### config.mk
export PLATFORM = sky130hd
export DESIGN_NAME = warp_issue_ctrl
export DESIGN_NICKNAME = d
export VERILOG_FILES = /design/src/rtl/warp_issue_ctrl.sv
export SDC_FILE = /design/constraint.sdc
export NUM_CORES = 1
export LEC_CHECK = 0
export BUFFER_PORTS_ARGS = -buffer_cell sky130_fd_sc_hd__buf_4
export CAP_MARGIN = 20
export CORE_MARGIN = 3
export CORE_UTILIZATION = 25
export DETAILED_ROUTE_END_ITERATION = 8
export PLACE_DENSITY = 0.51
export SYNTH_ARGS = -nofsm -noshare
export SYNTH_HDL_FRONTEND = slang
export SYNTH_SLANG_ARGS = --single-unit
### constraint.sdc
create_clock -name clk -period 2.6 [get_ports clk]
set_input_delay 0.26 -clock clk [delete_from_list [all_inputs] [get_ports clk]]
set_output_delay 0.26 -clock clk [all_outputs]
set_load 0.005 [all_outputs]
### src/rtl/warp_issue_ctrl.sv
// Issue controller between the warp table FIFO and instruction fetch: pops a warp,
// issues it over valid/ready, requeues it with PC advanced, and merges redirects.
module warp_issue_ctrl #(
  parameter int unsigned LOG2_NUM_WARPS       = 3,
  parameter int unsigned MACHINE_WIDTH        = 64,
  parameter int unsigned NUM_THREADS_PER_WARP = 8,
  parameter int unsigned INSTR_BYTES          = 4,
  parameter int unsigned LINE_WIDTH           = LOG2_NUM_WARPS + MACHINE_WIDTH + NUM_THREADS_PER_WARP
) (
  input  logic                            clk,
  input  logic                            reset,
  input  logic                            fifo_is_empty,
  input  logic                            fifo_is_full,
  output logic                            fifo_read_en,
  input  logic [LINE_WIDTH-1:0]           fifo_read_data,
  output logic                            fifo_write_en,
  output logic [LINE_WIDTH-1:0]           fifo_write_data,
  output logic                            fetch_valid,
  input  logic                            fetch_ready,
  output logic [LOG2_NUM_WARPS-1:0]       fetch_warp_id,
  output logic [MACHINE_WIDTH-1:0]        fetch_pc,
  output logic [NUM_THREADS_PER_WARP-1:0] fetch_mask,
  input  logic                            redirect_valid,
  output logic                            redirect_ready,
  input  logic [LINE_WIDTH-1:0]           redirect_data,
  input  logic                            halt_valid,
  input  logic [LOG2_NUM_WARPS-1:0]       halt_warp_id
);

  localparam int unsigned NUM_WARPS = 1 << LOG2_NUM_WARPS;

  typedef enum logic [1:0] {S_POP, S_CAPTURE, S_ISSUE, S_REQUEUE} state_e;

  state_e                            state_q, state_d;
  logic [LOG2_NUM_WARPS-1:0]         id_q, id_d;
  logic [MACHINE_WIDTH-1:0]          pc_q, pc_d;
  logic [NUM_THREADS_PER_WARP-1:0]   mask_q, mask_d;
  logic [NUM_WARPS-1:0]              halted_q, halted_d;
  logic                              rbuf_valid_q, rbuf_valid_d;
  logic [LINE_WIDTH-1:0]             rbuf_q, rbuf_d;

  logic [LOG2_NUM_WARPS-1:0]         cap_id;
  logic [MACHINE_WIDTH-1:0]          cap_pc;
  logic [NUM_THREADS_PER_WARP-1:0]   cap_mask;
  logic [LOG2_NUM_WARPS-1:0]         redirect_id;
  logic [MACHINE_WIDTH-1:0]          next_pc;
  logic                              warp_halted;
  logic                              requeue_wr;
  logic                              drain_wr;
  logic                              redirect_fire;

  assign cap_id      = fifo_read_data[LINE_WIDTH-1 -: LOG2_NUM_WARPS];
  assign cap_pc      = fifo_read_data[NUM_THREADS_PER_WARP +: MACHINE_WIDTH];
  assign cap_mask    = fifo_read_data[NUM_THREADS_PER_WARP-1:0];
  assign redirect_id = redirect_data[LINE_WIDTH-1 -: LOG2_NUM_WARPS];
  assign next_pc     = pc_q + MACHINE_WIDTH'(INSTR_BYTES);

  // A halt arriving in the requeue cycle itself must still suppress the write.
  assign warp_halted   = halted_q[id_q] | (halt_valid && (halt_warp_id == id_q));
  assign requeue_wr    = (state_q == S_REQUEUE) && !warp_halted && !fifo_is_full;
  assign drain_wr      = rbuf_valid_q && !fifo_is_full && !requeue_wr;
  assign redirect_fire = redirect_valid && !rbuf_valid_q;

  assign fifo_read_en   = (state_q == S_POP) && !fifo_is_empty;
  assign fifo_write_en  = requeue_wr | drain_wr;
  assign fetch_valid    = (state_q == S_ISSUE);
  assign fetch_warp_id  = id_q;
  assign fetch_pc       = pc_q;
  assign fetch_mask     = mask_q;
  assign redirect_ready = !rbuf_valid_q;

  always_comb begin
    fifo_write_data = '0;
    if (requeue_wr) begin
      fifo_write_data = {id_q, next_pc, mask_q};
    end else if (drain_wr) begin
      fifo_write_data = rbuf_q;
    end
  end

  always_comb begin
    state_d      = state_q;
    id_d         = id_q;
    pc_d         = pc_q;
    mask_d       = mask_q;
    halted_d     = halted_q;
    rbuf_valid_d = rbuf_valid_q;
    rbuf_d       = rbuf_q;

    unique case (state_q)
      S_POP: begin
        if (!fifo_is_empty) state_d = S_CAPTURE;
      end
      S_CAPTURE: begin
        id_d    = cap_id;
        pc_d    = cap_pc;
        mask_d  = cap_mask;
        state_d = (cap_mask == '0) ? S_POP : S_ISSUE;
      end
      S_ISSUE: begin
        if (fetch_ready) state_d = S_REQUEUE;
      end
      S_REQUEUE: begin
        if (warp_halted || !fifo_is_full) state_d = S_POP;
      end
      default: state_d = S_POP;
    endcase

    // Redirect clear is applied after the halt set so it wins on the same ID.
    if (halt_valid) halted_d[halt_warp_id] = 1'b1;
    if (redirect_fire) begin
      halted_d[redirect_id] = 1'b0;
      rbuf_valid_d          = 1'b1;
      rbuf_d                = redirect_data;
    end else if (drain_wr) begin
      rbuf_valid_d = 1'b0;
    end
  end

  always_ff @(posedge clk or negedge reset) begin
    if (!reset) begin
      state_q      <= S_POP;
      id_q         <= '0;
      pc_q         <= '0;
      mask_q       <= '0;
      halted_q     <= '0;
      rbuf_valid_q <= 1'b0;
      rbuf_q       <= '0;
    end else begin
      state_q      <= state_d;
      id_q         <= id_d;
      pc_q         <= pc_d;
      mask_q       <= mask_d;
      halted_q     <= halted_d;
      rbuf_valid_q <= rbuf_valid_d;
      rbuf_q       <= rbuf_d;
    end
  end

endmodule

* Word-level counts from Yosys, hierarchy flattened
Cells that the tools add are included.
** Word-level totals
- Input port bits :: 160
- Memories kept :: 0
- Memory bits (read-only) :: 0
- Memory bits (writable) :: 0
- Bits in latches :: 0
- Register bits after elaboration :: 161
- Output and inout port bits :: 154
** Operators by class
- Mux-type cells :: 17
- Reductions and logical operators :: 19
- Eq/ne operators :: 7
- Multiply operators :: 0
- Magnitude comparators :: 5
- Bitwise gates (word level) :: 5
- Divide/modulo/power cells :: 0
- Shift-type cells :: 0
- $add $sub $neg :: 1
** Operators with widths (number)
- $mux 75 :: 2
- $add 64x3->64 const B :: 1
- $mux 8 :: 2
- $lt 3x4->1 const B :: 3
- $logic_and 1x1->1 :: 9
- $and 8x8->8 :: 1
- $logic_not 8->1 :: 1
- $mux 2 :: 4
- $not 8->8 :: 1
- $or 8x8->8 :: 1
- $pmux 2 s4 :: 1
- $demux 1 s3 :: 2
- $ge 3x1->1 const B :: 2
- $logic_not 1->1 :: 5
- $mux 1 :: 5
- $eq 2x2->1 const B :: 2
- $ne 2x1->1 const B :: 2
- $bmux 1 s3 :: 1
- $eq 3x3->1 :: 1
- $reduce_and 3->1 :: 1
- $eq 2x1->1 const B :: 1
- $logic_not 2->1 :: 1
- $ne 2x2->1 const B :: 1
- $or 1x1->1 :: 2
- 2 further kinds :: 2

* Depth between registers and ports, before layout
- Depth after elaboration :: 10
- Gate-level depth with buffers :: 7

* Least setup slack after synthesis
No wires, ideal clock.
- Path kind :: reg2out
- From :: register pc_q[24] (netlist: fetch_pc[24])
- To :: output fifo_write_data[62]
- Stages on the path, launching flop included :: 8
- Data required time :: 2340 ps
- Slack :: 6 ps
- Data arrival time :: 2334 ps
- Cell sequence :: dfrtp_1 -> nand4_1 -> or4_1 -> buf_2 -> or4_1 -> buf_2 -> or4_1 -> nand3_1
** Between the ends
- Longest elaborated chain between the ends :: 2
** Ends and longest elaborated chain
- from (decl) :: RTL line 36 : logic [MACHINE_WIDTH-1:0] pc_q, pc_d;
- from (signal assigned) :: RTL line 132 : pc_q <= pc_d;
- $add 64x3->64 :: RTL line 56 : assign next_pc = pc_q + MACHINE_WIDTH'(INSTR_BYTES);
- $mux 75 :: RTL line 74 : if (requeue_wr) begin
- to (decl) :: RTL line 17 : output logic [LINE_WIDTH-1:0] fifo_write_data,
Every way passes these cells.

* Worst setup path in the final report
- From :: register pc_q[3] (netlist: fetch_pc[3])
- To :: output fifo_write_data[64]
Same word-level chain as after synthesis.

==> impl_metrics.py <==
metrics = {
    "die": {
        "core_um2": 32600,
        "die_height_um": 188,
        "io_pins": 314,
        "rows": 66,
        "dieArea_um2": 35400,
        "die_width_um": 188,
        "initial_utilization": 0.254,
    },
    "timing": {
        "finalWorstSetupSlack_ns": -0.399,
        "rsz0062_at_grt": "true",
        "fmax_ghz": 0.333,
        "fin_crit_sh": 1.15,
        "finalCriticalPeriod_ns": 3.00,
        "hold_violations": 0,
        "setup_violations": 75,
        "slew-limit-headroom": 0.549,
        "drv_slew": 0,
        "holdWs_ns": 0.0241,
        "max_slew.worst_pin.slew_ns": 0.676,
        "fin_skew_ns": 0.00998,
    },
    "logic_synthesis": {
        "synth_area_um2": 8290,
        "synth_top_area_share": 0.486,
        "synth-edff-count": 0,
        "synth_area_leaders": "dfrtp_1, nand2_1, mux2_2",
        "synth_cell_types": 37,
        "ys_ff_latch": 161,
        "synth-main-ff-cell": "dfrtp_1",
        "syn-num-nets": 1073,
        "syn_inst": 912,
        "avgSynthCellArea_um2": 9.09,
        "ys_warn_count": 0,
        "ys_async_sr_fraction": 1.00,
        "seq_area_frac_synth": 0.486,
        "yosysTopAreaCell": "dfrtp_1",
    },
    "global_routing": {
        "antenna_found_initial": 2,
        "track_usage": 0.193,
        "grt_pass1_wl_um": 52900,
        "grt_pass1_vias": 8998,
        "met1_usage": 0.251,
        "grt_overflow": 0,
        "grtUsageMet3": 0.0509,
        "grt-busiest-layer": "met2",
        "use_met2": 0.315,
        "grt_start_max_net_pins": 80,
    },
    "placed_design": {
        "place_congestion": 0.833,
        "dp.cells": 1706,
        "dp_hpwl_um": 23900,
        "io_buffers": 313,
        "dpl-instance-area_um2": 11800,
    },
    "worst_setup_path": {
        "path_max_fanout": 7,
        "reg2reg_from": "fetch_warp_id[1]$_DFFE_PN0P_",
        "r2r_end": "rbuf_valid_q$_DFFE_PN0P_",
        "critical_path_arrival_ns": 2.74,
        "r2r_slack_ns": 0.49,
        "cp-start-kind": "register",
        "worstRegToRegCells": 10,
        "end_kind": "primary output",
        "critPathKind": "reg -> out",
        "crit_required_ns": 2.34,
    },
    "pwr": {
        "p_leak_nw": 6.73,
        "irDropWorstVdd_mv": 0.611,
        "finalPower_mw": 15.3,
        "power.density_nw_per_um2": 1090,
    },
    "routing": {
        "routed_wl_um": 35000,
        "first_iter_violations": 478,
        "drtAntennaViolNets": 0,
        "route.detailed.drc": 0,
        "first_pass_iters": 5,
        "via_per_inst": 4.71,
        "wire_per_inst_um": 19.2,
        "via_count": 8573,
    },
    "outcome": {
        "outcome": "complete, but fails checks",
        "violations": "setup timing",
    },
    "finish": {
        "multi_input_area_um2": 4570,
        "final_cells": 1819,
        "post-route-util": 0.430,
        "area_growth_pct": 69.1,
        "drive_gt1_frac": 0.467,
        "final_nets": 1525,
        "diodes": 0,
        "regArea_um2": 4030,
        "design_area_um2": 14000,
        "nFillCells": 3225,
    },
    "clock_network": {
        "cts_buffers": 17,
        "clock_latency_ns": 0.43,
        "h-tree-depth": 4,
        "cts_buffer_depth": 2,
        "cts_sinks": 161,
        "cts_tree": "built",
        "clk_pin_slew_worst_paths_ns": 0.06,
        "cts-root-buf": "clkbuf_16",
    },
    "min_path": {
        "holdPathStages": 3,
        "min_delay_worst_endpoint": "rbuf_q[36]$_DFFE_PN0P_",
        "hold_class": "in -> reg",
        "min_from": "redirect_data[36]",
    },
    "job": {
        "cap_violations": 0,
    },
}
-- metal layers --
layer  routed length, um  share of wire  up-vias
met4                 823          0.024        2
met1               15100           0.43     4191
met3                2290          0.066       46
met5                  12        0.00034        -
met2               16800           0.48      262
li1                    -              -     4072
-- critical path, cell delays in order, from the launching register on --
cell and delay [ns]:
dfrtp_1 0.35, ha_2 0.19, nand2_2 0.06, or4_4 0.57
or4_4 0.50, or4_1 0.43, nand3_1 0.11, buf_4 0.11
-- power by group --
| group | switching (mW) | internal [mW] | total, mW |
|---|---|---|---|
| clock network | 1.04 | 1.34 | 2.38 |
| registers | 0.942 | 3.74 | 4.68 |
| logic | 3.81 | 4.44 | 8.25 |
| total | 5.79 | 9.52 | 15.3 |
-- timing repair --
item,in CTS,in global routing
hold buffers,39,0
endpoints found under the hold margin,89,0
gates resized for setup,147,58
buffers inserted,23,10
endpoints found under the setup margin,75,76
gates cloned,14,1
pin swaps,44,22
-- sequential cells by signal (all words and copies together) (netlist names), named ones only --
signal	flops
rbuf_valid_q	1
fetch_pc	64
halted_q	8
state_q	1
rbuf_q	75
fetch_warp_id	3
fetch_mask	8
-- cells in the final DEF, fill, tap and decap left out, types with 5 or more instances in the layout --
cell type / count
buf_4: 396
nand2_1: 280
dfrtp_1: 159
mux2_2: 69
dlygate4sd3_1: 39
nand3_1: 33
nand4_1: 27
xnor2_1: 23
o21ai_2: 23
a22o_1: 21
buf_6: 21
xor2_1: 19
clkbuf_16: 18
nor2_1: 17
o211ai_1: 17
nand2_4: 15
nand2_2: 15
buf_16: 15
or4_1: 14
o21ai_1: 14
buf_12: 12
or4_4: 10
inv_1: 8
a31oi_1: 8
a21oi_1: 8
nor4_4: 7
o21ai_0: 7
nor2b_1: 6
nor4_1: 6
and3_1: 6
and4_1: 5
clkbuf_1: 5
-- cells in the mapped netlist (2+ instances only) --
library cell  instances
or4_1                22
nand2_1             310
a22o_1               21
clkbuf_1             43
and3_1                6
xnor2_1              26
dfrtp_1             161
o21ai_0              44
mux4_2                2
nor4_1               14
o211ai_1             17
nand3_1              37
a21oi_1               9
nor2b_1               8
or4_4                 2
a41oi_1               3
nand4_1              27
nor3_1                9
xor2_1               20
mux2_2               69
and2_1                4
and4_1                5
a31oi_1               8
buf_2                 2
nor2_1               18
inv_1                 8
buf_1                 7
-- per-stage QoR --
stage / setup TNS (ns) / worst slack (ns)
finish: -18.58 / -0.399
floorplan: 0 / 0.00584
global placement: -0.270 / -0.0941
CTS: -23.78 / -0.466
global route: -27.99 / -0.509
detailed placement: -0.375 / -0.119
-- kinds of logic (layout without fill, tap and decap cells) --
group           after synthesis  count (layout)  synth area share
simple gates                469             469             0.256
flops                       161             161             0.486
compound gates              103             103            0.0797
mux                          72              72             0.100
buf+inv                      60             525            0.0275
xor+xnor                     46              46            0.0486
fa+ha+maj                     1               1           0.00151
-- final cells by class --
| cell class | instances | area share |
|---|---|---|
| multi-input cells | 691 | 0.326 |
| repair buffers | 485 | 0.306 |
| flip-flops and latches | 161 | 0.288 |
| well taps | 442 | 0.0395 |
| clock buffers | 23 | 0.0327 |
| clock inverters | 9 | 0.00598 |
| inverters | 8 | 0.00214 |
-- worst max path at each step --
| stage | startpoint | endpoint | slack (ns) | cells past startpoint |
|---|---|---|---|---|
| after floorplan | fetch_pc[24]$_DFFE_PN0P_ | fifo_write_data[62] | 0.006 | 7 |
| after global placement | fetch_pc[24]$_DFFE_PN0P_ | fifo_write_data[62] | -0.09 | 7 |
| after detailed placement | fetch_pc[26]$_DFFE_PN0P_ | fifo_write_data[64] | -0.12 | 7 |
| after CTS | fetch_pc[3]$_DFFE_PN0P_ | fifo_write_data[64] | -0.47 | 8 |
| after global routing | fetch_pc[3]$_DFFE_PN0P_ | fifo_write_data[64] | -0.51 | 7 |
| final | fetch_pc[3]$_DFFE_PN0P_ | fifo_write_data[64] | -0.40 | 7 |
No activity file was read; power rests on OpenSTA's default activity.
